**config.mk**
```make
export PLATFORM = sky130hd
export DESIGN_NAME = signal_conflict_monitor
export DESIGN_NICKNAME = d
export VERILOG_FILES = /design/src/rtl/signal_monitor_pkg.sv /design/src/rtl/scm_approach_check.sv /design/src/rtl/signal_conflict_monitor.sv
export SDC_FILE = /design/constraint.sdc
export NUM_CORES = 1
export LEC_CHECK = 0
export ABC_AREA = 1
export CAP_MARGIN = 20
export CORE_ASPECT_RATIO = 1.75
export CORE_MARGIN = 1.5
export CORE_UTILIZATION = 56
export DETAILED_ROUTE_END_ITERATION = 10
export PLACE_DENSITY = 0.87
export SYNTH_ARGS = -nofsm -noshare
export SYNTH_HDL_FRONTEND = slang
export SYNTH_SLANG_ARGS = --single-unit
```
**constraint.sdc**
```tcl
create_clock -name clk -period 4.51 [get_ports clk]
set_clock_uncertainty 0.05 [all_clocks]
set_input_delay 0.902 -clock clk [delete_from_list [all_inputs] [get_ports clk]]
set_output_delay 0.902 -clock clk [all_outputs]
set_load 0.05 [all_outputs]
```
**src/rtl/signal_monitor_pkg.sv**
```systemverilog
// Shared definitions for the signal conflict monitor: lamp encodings,
// fault codes, FSM states and packed all-red / all-yellow lamp patterns.
package signal_monitor_pkg;

  typedef enum logic [1:0] {
    LIGHT_RED     = 2'b00,
    LIGHT_YELLOW  = 2'b01,
    LIGHT_GREEN   = 2'b10,
    LIGHT_ILLEGAL = 2'b11
  } light_t;

  // Fault codes; a lower non-zero code wins when several fire together
  localparam logic [2:0] FC_NONE         = 3'd0;
  localparam logic [2:0] FC_ILLEGAL      = 3'd1;
  localparam logic [2:0] FC_MULTI_GREEN  = 3'd2;
  localparam logic [2:0] FC_GREEN_TO_RED = 3'd3;
  localparam logic [2:0] FC_SHORT_YELLOW = 3'd4;

  typedef enum logic [1:0] {
    ST_MONITOR = 2'd0,
    ST_FAULT   = 2'd1,
    ST_RECOVER = 2'd2
  } state_t;

  // Four approaches packed {west, south, east, north}
  localparam logic [7:0] LAMPS_ALL_RED    = 8'h00;
  localparam logic [7:0] LAMPS_ALL_YELLOW = 8'h55;

endpackage

```
**src/rtl/scm_approach_check.sv**
```systemverilog
// Per-approach transition checker: keeps the previous light code and flags
// a direct green->red change. When SCM_YELLOW_CHECK_EN is defined it also
// times each yellow phase and flags a yellow->red change that came too early.
module scm_approach_check
  import signal_monitor_pkg::*;
#(
  parameter int MIN_YEL_CYC = 50000000
) (
  input  logic       clk,
  input  logic       rst_n,
  input  logic [1:0] code_in,
  output logic       green_to_red,
  output logic       short_yellow
);

  logic [1:0] prev_reg;

  // Previous-cycle light code, tracked in every monitor state
  always_ff @(posedge clk or negedge rst_n) begin
    if (!rst_n) prev_reg <= LIGHT_RED;
    else        prev_reg <= code_in;
  end

  assign green_to_red = (prev_reg == LIGHT_GREEN) && (code_in == LIGHT_RED);

`ifdef SCM_YELLOW_CHECK_EN
  localparam int CW = $clog2(MIN_YEL_CYC + 1);
  localparam logic [CW-1:0] YEL_MAX = CW'(MIN_YEL_CYC);

  logic [CW-1:0] yel_cnt_reg;

  // Count yellow cycles; held at zero outside yellow so each yellow starts fresh
  always_ff @(posedge clk or negedge rst_n) begin
    if (!rst_n)                        yel_cnt_reg <= '0;
    else if (code_in != LIGHT_YELLOW)  yel_cnt_reg <= '0;
    else if (yel_cnt_reg != YEL_MAX)   yel_cnt_reg <= yel_cnt_reg + CW'(1);
  end

  // Only yellow->red is timed; yellow->green and yellow->yellow are legal
  assign short_yellow = (prev_reg == LIGHT_YELLOW) && (code_in == LIGHT_RED) &&
                        (yel_cnt_reg < YEL_MAX);
`else
  assign short_yellow = 1'b0;
`endif

endmodule

```
**src/rtl/signal_conflict_monitor.sv**
```systemverilog
// Signal conflict monitor: passes sequencer light codes to the lamps with
// one cycle of latency, and on any conflict flashes red/yellow until
// acknowledged, then holds all-red before resuming. Optional yellow-timing
// check is built in when SCM_YELLOW_CHECK_EN is defined.
module signal_conflict_monitor
  import signal_monitor_pkg::*;
#(
  parameter int MIN_YEL_CYC = 50000000,
  parameter int FLASH_CYC   = 25000000,
  parameter int RECOVER_CYC = 50000000
) (
  input  logic       clk,
  input  logic       rst_n,
  input  logic [1:0] north_in,
  input  logic [1:0] east_in,
  input  logic [1:0] south_in,
  input  logic [1:0] west_in,
  input  logic       clear_fault,
  output logic [1:0] north_out,
  output logic [1:0] east_out,
  output logic [1:0] south_out,
  output logic [1:0] west_out,
  output logic       fault,
  output logic [2:0] fault_code,
  output logic       mon_active
);

  localparam int FCW = $clog2(FLASH_CYC + 1);
  localparam int RCW = $clog2(RECOVER_CYC + 1);
  localparam logic [FCW-1:0] FLASH_LAST = FCW'(FLASH_CYC - 1);
  localparam logic [RCW-1:0] REC_LAST   = RCW'(RECOVER_CYC - 1);

  logic [3:0][1:0] light_in;
  logic [3:0]      g2r;
  logic [3:0]      short_yel;
  logic [2:0]      viol_code;
  state_t          state_reg, state_next;
  logic [2:0]      fault_code_reg;
  logic [RCW-1:0]  rec_cnt_reg;
  logic [FCW-1:0]  flash_cnt_reg;
  logic            flash_phase_reg;
  logic [7:0]      lamps_reg;

  assign light_in = {west_in, south_in, east_in, north_in};

  generate
    for (genvar gi = 0; gi < 4; gi++) begin : g_approach
      scm_approach_check #(
        .MIN_YEL_CYC(MIN_YEL_CYC)
      ) u_check (
        .clk         (clk),
        .rst_n       (rst_n),
        .code_in     (light_in[gi]),
        .green_to_red(g2r[gi]),
        .short_yellow(short_yel[gi])
      );
    end
  endgenerate

  // Classify the current inputs; code 1 outranks 2, 2 outranks 3, 3 outranks 4
  always_comb begin
    logic       any_illegal;
    logic [2:0] green_cnt;
    any_illegal = 1'b0;
    green_cnt   = 3'd0;
    viol_code   = FC_NONE;
    for (int i = 0; i < 4; i++) begin
      if (light_in[i] == LIGHT_ILLEGAL) any_illegal = 1'b1;
      if (light_in[i] == LIGHT_GREEN)   green_cnt = green_cnt + 3'd1;
    end
    if (any_illegal)           viol_code = FC_ILLEGAL;
    else if (green_cnt >= 3'd2) viol_code = FC_MULTI_GREEN;
    else if (|g2r)             viol_code = FC_GREEN_TO_RED;
    else if (|short_yel)       viol_code = FC_SHORT_YELLOW;
  end

  // Next-state logic; a violation in RECOVER beats the recover timeout
  always_comb begin
    state_next = state_reg;
    case (state_reg)
      ST_MONITOR: if (viol_code != FC_NONE) state_next = ST_FAULT;
      ST_FAULT:   if (clear_fault) state_next = ST_RECOVER;
      ST_RECOVER: begin
        if (viol_code != FC_NONE)     state_next = ST_FAULT;
        else if (rec_cnt_reg == REC_LAST) state_next = ST_MONITOR;
      end
      default:    state_next = ST_RECOVER;
    endcase
  end

  // State register and fault code: latch on FAULT entry, zero on acknowledge
  always_ff @(posedge clk or negedge rst_n) begin
    if (!rst_n) begin
      state_reg      <= ST_RECOVER;
      fault_code_reg <= FC_NONE;
    end else begin
      state_reg <= state_next;
      if ((state_reg != ST_FAULT) && (state_next == ST_FAULT))
        fault_code_reg <= viol_code;
      else if ((state_reg == ST_FAULT) && (state_next == ST_RECOVER))
        fault_code_reg <= FC_NONE;
    end
  end

  // All-red hold timer, restarted every time RECOVER is entered
  always_ff @(posedge clk or negedge rst_n) begin
    if (!rst_n)
      rec_cnt_reg <= '0;
    else if ((state_reg == ST_RECOVER) && (state_next == ST_RECOVER))
      rec_cnt_reg <= rec_cnt_reg + RCW'(1);
    else
      rec_cnt_reg <= '0;
  end

  // Lamp drive chosen from the upcoming state so a bad pattern never shows
  always_ff @(posedge clk or negedge rst_n) begin
    if (!rst_n) begin
      lamps_reg       <= LAMPS_ALL_RED;
      flash_cnt_reg   <= '0;
      flash_phase_reg <= 1'b0;
    end else begin
      case (state_next)
        ST_MONITOR: begin
          lamps_reg       <= light_in;
          flash_cnt_reg   <= '0;
          flash_phase_reg <= 1'b0;
        end
        ST_FAULT: begin
          if (state_reg != ST_FAULT) begin
            lamps_reg       <= LAMPS_ALL_RED;
            flash_cnt_reg   <= '0;
            flash_phase_reg <= 1'b0;
          end else if (flash_cnt_reg == FLASH_LAST) begin
            flash_cnt_reg   <= '0;
            flash_phase_reg <= ~flash_phase_reg;
            lamps_reg       <= flash_phase_reg ? LAMPS_ALL_RED : LAMPS_ALL_YELLOW;
          end else begin
            flash_cnt_reg <= flash_cnt_reg + FCW'(1);
          end
        end
        default: begin
          lamps_reg       <= LAMPS_ALL_RED;
          flash_cnt_reg   <= '0;
          flash_phase_reg <= 1'b0;
        end
      endcase
    end
  end

  assign {west_out, south_out, east_out, north_out} = lamps_reg;
  assign fault      = (state_reg == ST_FAULT);
  assign mon_active = (state_reg == ST_MONITOR);
  assign fault_code = fault_code_reg;

endmodule

```
* Yosys cells after proc, flatten, opt, wreduce, memory -nomap -nowiden *
Index checks and enable logic that the tools add are counted.

operators by class
  order comparisons = 1
  reduce and logical (&&, ||, !) cells = 16
  mux-type cells = 29
  bitwise gates (word level) = 1
  add/subtract/negate cells = 5
  equality and inequality tests = 20

operators with widths
  kind                     number
  $mux W25                 3
  $eq A2 B2 Y1 const B     14
  $add A26 B1 Y26 const B  1
  $eq A26 B26 Y1 const B   1
  $mux W26                 1
  $add A25 B1 Y25 const B  1
  $eq A25 B25 Y1 const B   1
  $mux W8                  2
  $pmux W8 S2              1
  $mux W3                  5
  $mux W2                  7
  $logic_not A2 Y1         6
  $add A3 B1 Y3 const B    3
  $mux W1                  8
  $logic_and A1 B1 Y1      7
  $mux W7                  1
  $pmux W2 S3              1
  $eq A2 B1 Y1 const B     2
  $reduce_or A4 Y1         1
  $ge A3 B2 Y1 const B     1
  $ne A3 B2 Y1 const B     1
  $reduce_bool A3 Y1       1
  $ne A2 B1 Y1 const B     1
  $reduce_bool A2 Y1       1
  $not A1 Y1               1

storage, ports and cells
  bits of input ports = 11
  flip-flop bits (word level) = 73
  output and inout port bits = 13
  word-level logic and storage cells = 82

* Depth between registers and ports, before layout *
Gate-level depths: netlist of run 1.

  depth in word-level cells = 18
  mapped depth = 19
  gate-level depth less buffers = 19

* Modules after synthesis *
From an unflattened synthesis of run 1, not the netlist that was laid out.

second synthesis, totals
  cells, all modules = 509
  area total of the unflattened synthesis = 3903.7 µm²

modules (own cells, without submodules)
  module                   times used  area an instance (µm²)  cells each
  signal_conflict_monitor  1           3568.4                  469
  scm_approach_check       4           83.8                    10

* Worst setup path before layout of run 1 *
No wires, ideal clock.

  path kind = in2reg
  start = input port north_in[1]
  end = register rec_cnt_reg[8]
  setup time = 0.080 ns
  arrival time = 2.699 ns
  cell stages on the path = 13
  path slack = 1.681 ns
  buffers on the path = 1
  data required time = 4.380 ns
  path through = inv_1 > nor2_1 > ha_1 > xor2_1 > inv_1 > ha_1 > or2_0 > nand2_2 > nand3_4 > nor2_8 > nand3_4 > buf_12 > nor3_4

on the way
  word-level cells in the longest chain between the ends = 17

RTL lines
  element                            line                                                          RTL
  start: declaration                 signal_conflict_monitor.sv:14                                 input logic [1:0] north_in,
  $eq A2 B2 Y1                       signal_conflict_monitor.sv:69                                 if (light_in[i] == LIGHT_GREEN) green_cnt = green_cnt + 3'd1;
  $mux W1                            signal_conflict_monitor.sv:69
  $add A3 B1 Y3                      signal_conflict_monitor.sv:69
  $mux W3                            signal_conflict_monitor.sv:69
  $add A3 B1 Y3                      signal_conflict_monitor.sv:69
  $mux W3                            signal_conflict_monitor.sv:69
  $add A3 B1 Y3                      signal_conflict_monitor.sv:69
  $mux W3                            signal_conflict_monitor.sv:69
  $ge A3 B2 Y1                       signal_conflict_monitor.sv:72                                 else if (green_cnt >= 3'd2) viol_code = FC_MULTI_GREEN;
  $mux W2                            signal_conflict_monitor.sv:72
  $mux W2 (*)                        signal_conflict_monitor.sv:71                                 if (any_illegal) viol_code = FC_ILLEGAL;
  $reduce_bool A3 Y1 (*)             signal_conflict_monitor.sv:81, signal_conflict_monitor.sv:84
  $mux W2, on equally long branches  signal_conflict_monitor.sv:84, signal_conflict_monitor.sv:81
  $pmux W2 S3 (*)                    signal_conflict_monitor.sv:80                                 case (state_reg)
  $eq A2 B2 Y1 (*)                   signal_conflict_monitor.sv:109                                else if ((state_reg == ST_RECOVER) && (state_next == ST_RECOVER))
  $logic_and A1 B1 Y1 (*)            signal_conflict_monitor.sv:109
  $mux W26 (*)                       signal_conflict_monitor.sv:109
  end signal: assignment             signal_conflict_monitor.sv:110                                rec_cnt_reg <= rec_cnt_reg + RCW'(1);
  end: declaration                   signal_conflict_monitor.sv:39                                 logic [RCW-1:0] rec_cnt_reg;

Every way passes the cells marked *; elsewhere a longest branch is shown, timed or not.
A chain may end at the register's enable or synchronous reset.

* Worst setup path after layout of run 1 *
  start = input port east_in[1]
  end = register rec_cnt_reg[9]

on the way
  word-level cells in the longest chain between the ends = 15

RTL lines
  element                            line                                                          RTL
  start: declaration                 signal_conflict_monitor.sv:15                                 input logic [1:0] east_in,
  $eq A2 B2 Y1                       signal_conflict_monitor.sv:69
  $mux W3                            signal_conflict_monitor.sv:69
  $add A3 B1 Y3                      signal_conflict_monitor.sv:69
  $mux W3                            signal_conflict_monitor.sv:69
  $add A3 B1 Y3                      signal_conflict_monitor.sv:69
  $mux W3                            signal_conflict_monitor.sv:69
  $ge A3 B2 Y1                       signal_conflict_monitor.sv:72
  $mux W2                            signal_conflict_monitor.sv:72
  $mux W2 (*)                        signal_conflict_monitor.sv:71
  $reduce_bool A3 Y1 (*)             signal_conflict_monitor.sv:81, signal_conflict_monitor.sv:84
  $mux W2, on equally long branches  signal_conflict_monitor.sv:84, signal_conflict_monitor.sv:81
  $pmux W2 S3 (*)                    signal_conflict_monitor.sv:80
  $eq A2 B2 Y1 (*)                   signal_conflict_monitor.sv:109
  $logic_and A1 B1 Y1 (*)            signal_conflict_monitor.sv:109
  $mux W26 (*)                       signal_conflict_monitor.sv:109

Marks and branches as above.

==> metrics, run 1 <==
Worst Path Buf+Inv=4; first-pass GRT wire length=14.82 mm; layout cells sized above 1=9.924%; Die Wd=67.10 um; Fin. Hold Viols=0; Seq/Total Area, Yosys=44.78%; top cell type's share of synthesized area=44.13%; area leader, netlist=dfrtp_1; drt drc=0; post-synthesis net count=506; placed cell area=0.004295 sq mm; Via Count=3357; hold buffers post-CTS=0; Yosys cell types=37; Post-DRT Antenna Nets=0; total negative slack=0 ns; Die Ht=115.2 um; gr ovfl total=0; Num CTS Buffers=9; top cell family by delay on the critical path=simple AND/OR/NAND/NOR gates; layout net count=535; DRT iter0 DRCs=154; flop-to-flop setup slack=2.32 ns; most frequent cells in the layout=nand2_1 (93), nor2_1 (82), dfrtp_1 (71); hpwl dp=6.272 mm; most common cell after layout, fill and taps aside=nand2_1; total chip power=0.001910 W; max FFs per register=26; Max VDD drop=0.4604 mV; final setup vio count=0; CP startpoint kind=primary input; Worst Hold Launch=flash_cnt_reg[0]; Post-synth EDFFs=0; result of the run=finished, final reports clean; Slew Limit Fails=0; Sink Count=72; worst r2r dst=flash_phase_reg; Worst Hold Class=reg2reg; Root Buffer=clkbuf_16; post-cts resize count=0; Initial Util=58.30%; Crit Path Max Fanout=27; maxcap violations=0; Mapped Area=0.004026 sq mm; leakage power=2.002 nW; CP max stage delay=0.52 ns; min cycle time layout=3.546 ns; Clock Latency Late Sink=0.34 ns; Layout Utilization=66.94%; Reg clk slew, reported paths=0.06 ns; worst-path cell chain=clkdlybuf4s50_1 > inv_1 > nor2_1 > inv_1 > ha_1 > inv_1 > nand3_1 > nand2_1 > ha_1 > or2_0 > nand2_2 > nand3_4 > nor2_8 > nand3_4 > nor3b_1; Core Rows=40; synth top area cells=dfrtp_1 (44%), nand2_1 (8.7%), nor2_1 (7.6%), inv_1 (5.9%), nand3_1 (4.8%); CTS H-tree lvls=3; P&R area growth vs syn=14.82%; Slew @ Worst Pin=0.5575 ns; crit end category=flop; Mapped Avg Cell Area=8.217 sq um; Setup WS post-layout=0.9641 ns; IO Port Bufs=22; Core Area=0.006907 sq mm; pwr dens=413.2 mW/mm^2; Slowest cell on crit path=clkdlybuf4s50_1; largest net degree at the start of global routing=48; Peak Freq=282.0 MHz; setup repair after global routing missed its margin=no; largest buffer count on any clock path=2; vias per cell=5.521; routability cong.=0.9417; Initial DRT Pass Iterations=4; Worst path depth=15; Cells on Worst Hold Path=1; num ports=24; Synth Warn #=0; setup bufs post-CTS=0; period utilisation layout=78.62%; final instance area=0.004623 sq mm; Ant. Diodes=0; launching point of the worst reg2reg path=flash_cnt_reg[0]; total track usage=25.66%; Cells after Synth=490; Reg2Reg Depth=8; pre-CTS setup slack=0.6285 ns; #FFs+latches synth=72; Synth async-reset ratio=100.0%; Routed WL=8.822 mm; WS Path Type=in2reg; vias in the first global route=3492; Synth Flop Type=dfrtp_1; DIE AREA=0.007727 sq mm; wire length per cell=14.51 um; CTS tree=built; CP Data Arrival Time=3.74 ns; Hold EP=flash_cnt_reg[0]; initial antenna violation count=0; Worst slew margin=62.70%; most frequent CP cell=inv_1; Worst Path Required=4.70 ns
==> Yosys cell counts (2+ instances only) <==
cell type / instances
nand3_1: 39
nor3b_1: 8
nand3_4: 2
nor2_8: 2
nor3_1: 26
nor2_4: 8
nor3_4: 2
nor4_1: 5
inv_1: 63
nand4_1: 16
o21ai_0: 5
nor2_1: 82
xor2_1: 19
xnor2_1: 11
nor2_2: 9
nand2_2: 4
buf_4: 3
nand2_1: 93
ha_1: 5
dfrtp_1: 71
==> how the worst max path moves through the flow <==
stage           startpoint               to  slack, ns
2_1_floorplan  north_in[1]   rec_cnt_reg[8]       1.68
3_3_place_gp    east_in[1]  rec_cnt_reg[10]       0.74
3_5_place_dp    east_in[1]   rec_cnt_reg[3]       0.63
4_1_cts         east_in[1]   rec_cnt_reg[3]       0.95
5_1_grt         east_in[1]   rec_cnt_reg[9]       0.75
6_report        east_in[1]   rec_cnt_reg[9]       0.96
==> report_power, final <==
part	internal, W	switching, W	total (W)
logic	0.000125	0.000318	0.000443
clock network	0.000456	0.000274	0.000730
registers	0.000700	0.0000376	0.000737
==> area by class of cell <==
class	count	area, sq um
Sequential cell	72	1803
Multi-Input combinational cell	349	1928
Inverter	63	236.5
Fill cell	547	2283
Clock inverter	5	55.05
Timing Repair Buffer	24	242.7
Clock buffer	11	252.7
Tap cell	84	105.1
==> worst register-to-register path, stage by stage, from the launching register on <==
cell     delay, ns
dfrtp_1       0.37
ha_1          0.18
nand2_1       0.08
nor2_2        0.18
inv_1         0.10
nor4_4        0.24
nand4_4       0.23
nand2_2       0.49
o21ai_0       0.15
==> through the flow <==
stage	std cells	hold WS, ns
2_1_floorplan	490	0.3816
3_3_place_gp	591	0.3956
3_5_place_dp	591	0.4114
4_1_cts	607	0.4190
5_1_grt	608	0.4495
6_report	608	0.4210
==> routing by layer <==
| layer | track usage (%) | up-vias | wire (um) |
|---|---|---|---|
| met3 | 5.969 | 48 | 340 |
| met1 | 25.90 | 1567 | 3255 |
| met5 | 0 | - | 0 |
| met2 | 44.16 | 112 | 4760 |
| met4 | 19.46 | 0 | 465 |
| li1 | - | 1630 | - |
==> cells by family (layout without fill, tap and decap cells) <==
group | Yosys count | in the layout | share of synthesized area [%]
buf+inv | 69 | 103 | 7.334
simple gates | 303 | 303 | 38.04
compound gates | 10 | 10 | 1.678
other cells | 1 | 1 | 0.09314
flops | 72 | 72 | 44.78
fa+ha+maj | 5 | 5 | 1.554
xor+xnor | 30 | 30 | 6.526
No activity file was read; power rests on OpenSTA's default activity.
==> run 2, diff against run 1 <==
Settings changed: CORE_UTILIZATION 56 to 54.
Clock period 4.51 ns to 2.86 ns, I/O delays scaled along.
==> metrics, run 2 (synthesis results as in run 1) <==
GRT met3 Usage=4.780% (-1.2 points); layout cells sized above 1=14.31% (+4.4 points); final instance area=0.004848 sq mm (+4.9%); vias in the first global route=3501 (+0.26%); Layout Utilization=67.03% (+0.091 points); Post-DRT Antenna Nets=0 (unchanged); Hold Worst Slack=0.3098 ns (-0.1113 ns); met2 usage=46.02% (+1.9 points); Via Count=3531 (+5.2%); crit end category=flop; area of the multi-input gates=0.001992 sq mm (+3.3%); placed cell area=0.004433 sq mm (+3.2%); Switch Pwr=0.001018 W (+62%); Initial DRT Pass Iterations=5 (+1); min cycle time layout=2.794 ns; Slowest cell on crit path=clkdlybuf4s50_1; Worst Path Required=3.06 ns (-1.64 ns); final setup vio count=0 (unchanged); most frequent CP cell=nand3_4; CP max stage delay=0.57 ns (+0.05 ns); Reg2Reg Depth=9 (+1); layer with the highest usage=met2; Root Buffer=clkbuf_16; max FFs per register=26 (unchanged); gr ovfl total=0 (unchanged); CP Data Arrival Time=2.99 ns (-0.75 ns); hpwl dp=6.821 mm (+8.7%); worst-path cell chain=clkdlybuf4s50_1 > nor2_4 > ha_4 > xor2_1 > inv_1 > ha_1 > or2_0 > nand2_2 > nand3_4 > nor2_8 > nand3_4 > buf_12 > nor3b_1; Sink Count=72 (unchanged); CP Capture Point=rec_cnt_reg[3]; Reg clk slew, reported paths=0.05 ns (about the same); power share of the sequential group=38.4% (-0.2 points); Peak Freq=357.9 MHz; most common cell after layout, fill and taps aside=nand2_1; fillcell total=522 (-4.6%); CP startpoint kind=primary input; launching point of the worst reg2reg path=flash_cnt_reg[0]; worst r2r dst=flash_phase_reg; routing usage on met1=28.43% (+2.5 points); pwr dens=625.6 mW/mm^2 (+51%); Worst Hold Class=in2async; wire length per cell=15.90 um (+9.6%); hold buffers post-CTS=0 (unchanged); drt drc=0 (unchanged); total chip power=0.003033 W (+59%); largest buffer count on any clock path=2 (unchanged); WS Path Type=in2reg; num ports=24 (unchanged); Initial Util=55.67% (-2.6 points); cell-internal power=0.002015 W (+57%); flop-to-flop setup slack=0.63 ns (-1.69 ns); routability cong.=0.9919 (+5.3%); Die Wd=68.28 um (+1.8%); vias per cell=5.659 (+2.5%); Ant. Diodes=0 (unchanged); Num CTS Buffers=9 (unchanged); combinational fraction of design power=25.0% (+1.8 points); total track usage=26.52% (+0.86 points); leakage power=2.123 nW (+6.0%); DIE AREA=0.008004 sq mm (+3.6%); Reg area=0.001803 sq mm (unchanged); Sw Ratio=33.58% (+0.63 points); Clock power frac=36.6% (-1.6 points); Crit. Startpoint=east_in[0]; initial antenna violation count=0 (unchanged); Max VDD drop=0.7606 mV (+65%); Slew Limit Fails=0 (unchanged); Routed WL=9.921 mm (+12%); Die Ht=117.2 um (+1.8%); Fin. Hold Viols=0 (unchanged); maxcap violations=0 (unchanged); period utilisation layout=97.68%; first-pass GRT wire length=15.64 mm (+5.5%); largest net degree at the start of global routing=38 (-21%); CTS H-tree lvls=3 (unchanged); CTS tree=built; DRT iter0 DRCs=296 (+92%); setup bufs post-CTS=0 (unchanged); pre-CTS setup slack=-0.4041 ns (-1.033 ns); Slew @ Worst Pin=0.8745 ns (+0.3170 ns); Setup WS post-layout=0.06629 ns (-0.8979 ns); Core Area=0.007233 sq mm (+4.7%); layout net count=549 (+2.6%); Crit Path Max Fanout=6 (-78%); Clock Latency Late Sink=0.34 ns (about the same); P&R area growth vs syn=20.42%; IO Port Bufs=22 (unchanged); most frequent cells in the layout=nand2_1 (93), nor2_1 (80), dfrtp_1 (71); Core Rows=41 (+2.5%); Worst slew margin=41.70% (-21 points); result of the run=finished, final reports clean
## run 2: stage by stage
step	TNS, ns	instances
final	0	624
after CTS	0	622
after floorplan	0	490
after global placement	-5.279	606
after detailed placement	-10.59	606
after global routing	-0.04162	624
## run 2: area by class of cell
| type | instances | area share [%] |
|---|---|---|
| inverters | 63 | 4.877 |
| clock inverters | 7 | 1.471 |
| well taps | 86 | 2.219 |
| clock buffers | 9 | 4.645 |
| multi-input cells | 349 | 41.08 |
| repair buffers | 38 | 8.516 |
| flip-flops and latches | 72 | 37.19 |
## run 2: power groups by stage
stage	Combinational (W)	Clock [W]	Sequential (W)
after floorplan	0.000337	0	0.00132
after global placement	0.000710	0	0.00118
after global routing	0.000815	0.00117	0.00117
after CTS	0.000736	0.00113	0.00117
after detailed placement	0.000729	0	0.00118
final	0.000757	0.00111	0.00117
## run 2: critical path: cells and delay by family
kind                     cells  cell delay (ns)
buffers and inverters        3             0.81
adder cells (fa/ha/maj)      2             0.55
AND/OR/NAND/NOR              7             0.90
XOR/XNOR                     1             0.14
## run 2: worst min-delay path by stage
stage / slack [ns] / endpoint / cells past startpoint
after global routing: 0.39 / rec_cnt_reg[18] / 1
final: 0.31 / rec_cnt_reg[8] / 1
after detailed placement: 0.41 / flash_cnt_reg[0] / 1
after CTS: 0.33 / rec_cnt_reg[25] / 1
after floorplan: 0.23 / fault_code[0] / 0
after global placement: 0.39 / flash_cnt_reg[0] / 1
## run 2: layer usage
metal,up-vias,share of wire [%]
met5,-,0
met2,149,54
met3,58,4.3
li1,1656,-
met1,1668,36
met4,0,5.6
## run 2: repair_timing
action / 4_1_cts / 5_1_grt
setup endpoints to repair: 3 / 16
cloned: 0 / 2
pin swaps: 0 / 3
resized for setup: 3 / 13
